===== config.mk =====
export PLATFORM = sky130hd
export DESIGN_NAME = ramr
export DESIGN_NICKNAME = d
export VERILOG_FILES = /design/src/rtl/ramr.sv
export SDC_FILE = /design/constraint.sdc
export NUM_CORES = 1
export LEC_CHECK = 0
export BUFFER_PORTS_ARGS = -buffer_cell sky130_fd_sc_hd__clkbuf_2
export CORE_MARGIN = 2
export CORE_UTILIZATION = 52
export DETAILED_ROUTE_END_ITERATION = 12
export PLACE_DENSITY_LB_ADDON = 0.1
export SYNTH_ARGS = -nofsm -noshare
export SYNTH_HDL_FRONTEND = slang
export SYNTH_SLANG_ARGS = --single-unit

===== constraint.sdc =====
create_clock -name clk -period 4.5 [get_ports clk]
set_input_delay 0.45 -clock clk [delete_from_list [all_inputs] [get_ports clk]]
set_output_delay 0.45 -clock clk [all_outputs]
set_load 0.02 [all_outputs]

===== src/rtl/ramr.sv =====
// ramr: byte-serial FIFO reader. Pops NBYTE bytes from the fifoe read port
// and packs them into one DW-bit word, first byte popped in the MSB byte.
// Frame handshake toward the controller is the level fs/fd pair.
module ramr #(
    parameter  int unsigned NBYTE = 12,
    localparam int unsigned DW    = 8 * NBYTE
) (
    input  logic          clk,
    input  logic          rst,
    input  logic          fs,
    output logic          fd,
    input  logic          fifoe_empty,
    output logic          fifoe_rxen,
    input  logic [7:0]    fifoe_rxd,
    output logic [DW-1:0] data,
    output logic [7:0]    so
);

    typedef enum logic [7:0] {
        IDLE = 8'h00,
        READ = 8'h10,
        LAST = 8'h80
    } state_t;

    localparam logic [3:0] NB_CNT  = 4'(NBYTE);
    localparam logic [3:0] NB_LAST = 4'(NBYTE - 1);

    state_t     state;
    state_t     state_nxt;
    logic [3:0] rd_cnt;
    logic [3:0] cap_cnt;
    logic       rxen_d;
    logic       start;

    // State register.
    always_ff @(posedge clk or posedge rst) begin
        if (rst) begin
            state <= IDLE;
        end else begin
            state <= state_nxt;
        end
    end

    // Next-state decode; unknown codes fall back to IDLE.
    always_comb begin
        state_nxt = IDLE;
        case (state)
            IDLE:    state_nxt = fs ? READ : IDLE;
            READ:    state_nxt = (rxen_d && (cap_cnt == NB_LAST)) ? LAST : READ;
            LAST:    state_nxt = fs ? LAST : IDLE;
            default: state_nxt = IDLE;
        endcase
    end

    // Outputs: pop only while reading, FIFO non-empty and frame not fully issued.
    always_comb begin
        start      = (state == IDLE) && fs;
        fifoe_rxen = (state == READ) && !fifoe_empty && (rd_cnt != NB_CNT);
        fd         = (state == LAST);
        so         = state;
    end

    // Pop/capture counters and the shift-in of read data (read latency 1).
    always_ff @(posedge clk or posedge rst) begin
        if (rst) begin
            rd_cnt  <= '0;
            cap_cnt <= '0;
            rxen_d  <= 1'b0;
            data    <= '0;
        end else begin
            rxen_d <= fifoe_rxen;
            if (start) begin
                rd_cnt  <= '0;
                cap_cnt <= '0;
                data    <= '0;
            end else begin
                if (fifoe_rxen) begin
                    rd_cnt <= rd_cnt + 4'd1;
                end
                if (rxen_d) begin
                    data    <= DW'({data, fifoe_rxd});
                    cap_cnt <= cap_cnt + 4'd1;
                end
            end
        end
    end

endmodule

==> impl_metrics.yaml <==
sta:
  relSlewSlack_pct: 31.3
  worst_hold_slack_ps: 228
  period_share_pct: 45.4
  skew_ps: 11.2
  finalMaxSlewViolations: 0
  rsz0062_at_grt: "no"
  setup_tns_ps: 0
  period_minus_slack_ps: 2040
  worst_pin_slew_ps: 1030
  max_freq_mhz: 490
  hold_viol: 0
  setup_viol: 0
synth:
  synth_largest_area_cell: "dfrtp_1"
  synth_seq_cells: 107
  synth_edf_count: 0
  synth_warnings: 0
  synth_ff_type: "dfrtp_1"
  yosysMostFrequentCell: "dfrtp_1"
  syn_area_sq_mm: 0.00443
  async_flop_share_pct: 100
  postSynthCellCount: 367
  post_synth_num_cell_types: 25
  synth_commonest_cells: "dfrtp_1 (107), nor2_1 (102), mux2i_1 (99), buf_2 (21), buf_4 (6)"
  synth_area_leaders: "dfrtp_1 (61%), mux2i_1 (22%), nor2_1 (8.7%), buf_2 (2.4%), buf_4 (1.0%)"
  syn_avg_cell_area_sq_um: 12.1
  synth_top_cell_area_share_pct: 60.5
  ys_seq_area_share_pct: 60.5
route:
  dr.pass1.iters: 4
  drc: 0
  antenna_left: 0
  viasPerCell: 5.08
  dr_total_vias: 2947
  wl_met2_um: 3940
  top_layer_used: "met4"
  drtIter0Drc: 154
  dr_wl_met3_um: 426
  met1_length_um: 4260
  post_drt_wl_per_cell_um: 15.0
  wl_um: 8720
global_route:
  antenna_found_initial: 0
  grt_overflow_total: 0
  grt_max_degree: 102
  track_usage_pct: 19.7
  grt_pass1_wl_um: 14000
  first_global_vias: 2765
power_and_ir_drop:
  p_sw_mw: 1.75
  powerDensity_mw_per_mm2: 766
  p_comb_share_pct: 41.1
  seq_power_share_pct: 44.9
  leakage_nw: 2.88
  intPower_mw: 2.24
  swShare_pct: 43.9
  ir_drop_uv: 496
  clockPowerShare_pct: 14.1
  p_total_mw: 3.99
setup_path:
  crit_path_cell_trace: "buf_4 -> mux2i_1 -> nor2_1"
  start_kind: "flip-flop"
  slowest_delay_ps: 1030
  cp_slowest_cell: "dfrtp_4"
  arrival_ps: 2260
  crit_fanout: 55
  required_ps: 4710
  criticalPathCategory: "reg -> reg"
  endpoint_kind: "flip-flop"
placed_design:
  io_buffers: 111
  place.gp.congestion: 0.737
  dp_hpwl_um: 5730
clocking:
  cts_max_path_buffers: 2
  postCtsSetupBuffers: 0
  cts.sinks: 107
  htree_levels: 3
  cts_tree: "yes"
  cts-resized-gates: 0
  root_buffer: "clkbuf_8"
  clk_latency_ps: 360
  clkSlewWorstSetupHoldPaths_ps: 110
  holdBufCountCts: 0
  numCtsBuffers: 9
run_status:
  status: "finished, final reports clean"
finish:
  layout.nets: 485
  antenna_cells: 0
  drive_gt1_share_pct: 28.6
  fin_util_pct: 63.4
  area_delta_synth_final_pct: 17.6
  fillers: 705
  regArea_sq_mm: 0.00268
  multi_input_area_sq_mm: 0.00161
floorplanning:
  die_x_um: 96.3
  die_h_um: 96.3
  dieArea_sq_mm: 0.00926
  core-area_sq_mm: 0.00822
  rows: 33
  pin_count: 118
  start_util_pct: 53.9
hold_path:
  holdCritPathClass: "in -> async"
run:
  drv_cap: 0
cell usage in the layout (no fill, tap or decap), types with 3 or more instances in the layout:
cell type  netlist  layout
buf_4            6       4
clkbuf_2         0     111
clkbuf_8         0      10
clkinv_4         0       3
conb_1           1       6
dfrtp_1        107     106
ha_1             3       3
mux2i_1         99      99
nand2_1          3       3
nand3_1          5       5
nor2_1         102     102
sequential cells by signal, summed over array words and instances (netlist names):
signal and count:
cap_cnt 4, data 96, rd_cnt 4, rxen_d 1, so 2
power groups by stage:
stage	sequential (mW)	clock, mW	combinational [mW]
floorplan	2.08	0	0.801
global placement	1.80	0	1.61
detailed placement	1.81	0	1.65
CTS	1.79	0.574	1.66
global route	1.86	0.616	1.81
finish	1.79	0.560	1.64
routing by layer:
layer / vias to the layer above / global-route usage (%)
li1: 1421 / -
met1: 1443 / 29.3
met2: 75 / 28.9
met3: 8 / 4.07
met4: 0 / 6.79
met5: - / 0
area by class of cell:
type,count,share of cell area (%)
Clock buffer,11,2.72
Inverter,3,0.264
Timing Repair Buffer,115,11.2
Clock inverter,5,0.889
Tap cell,105,2.52
Sequential cell,107,51.5
Multi-Input combinational cell,234,30.9
cell families after synthesis:
family,share of synthesized area [%]
compound gates,0.848
xor+xnor,0.594
fa+ha+maj,0.848
buf+inv,3.73
flops,60.5
mux,22.4
other cells,0.0847
simple gates,11.0
stage by stage:
step	area, sq um	std cells	setup slack (ps)
floorplan	4440	372	1230
global placement	5020	564	2520
detailed placement	5020	564	2480
CTS	5210	580	2460
global route	5210	580	2340
finish	5210	580	2460
worst paths after layout:
check	from	endpoint	slack, ps	cells past startpoint
worst max-delay path	rxen_d	data[51]	2460	3
worst max register to register	rxen_d	data[51]	2460	3
max in group asynchronous	rst	data[33]	3250	3
worst min register to register	rd_cnt[3]	rd_cnt[3]	500	1
min in group clk	fifoe_rxd[4]	data[4]	330	3
worst min-delay path	rst	data[89]	230	2
critical path, delay by kind of cell, from the launching register on:
family	cells	cell delay, ps
simple gates	1	60
buf+inv	1	510
flops	1	1030
mux	1	250
(Power assumes the default switching activity.)
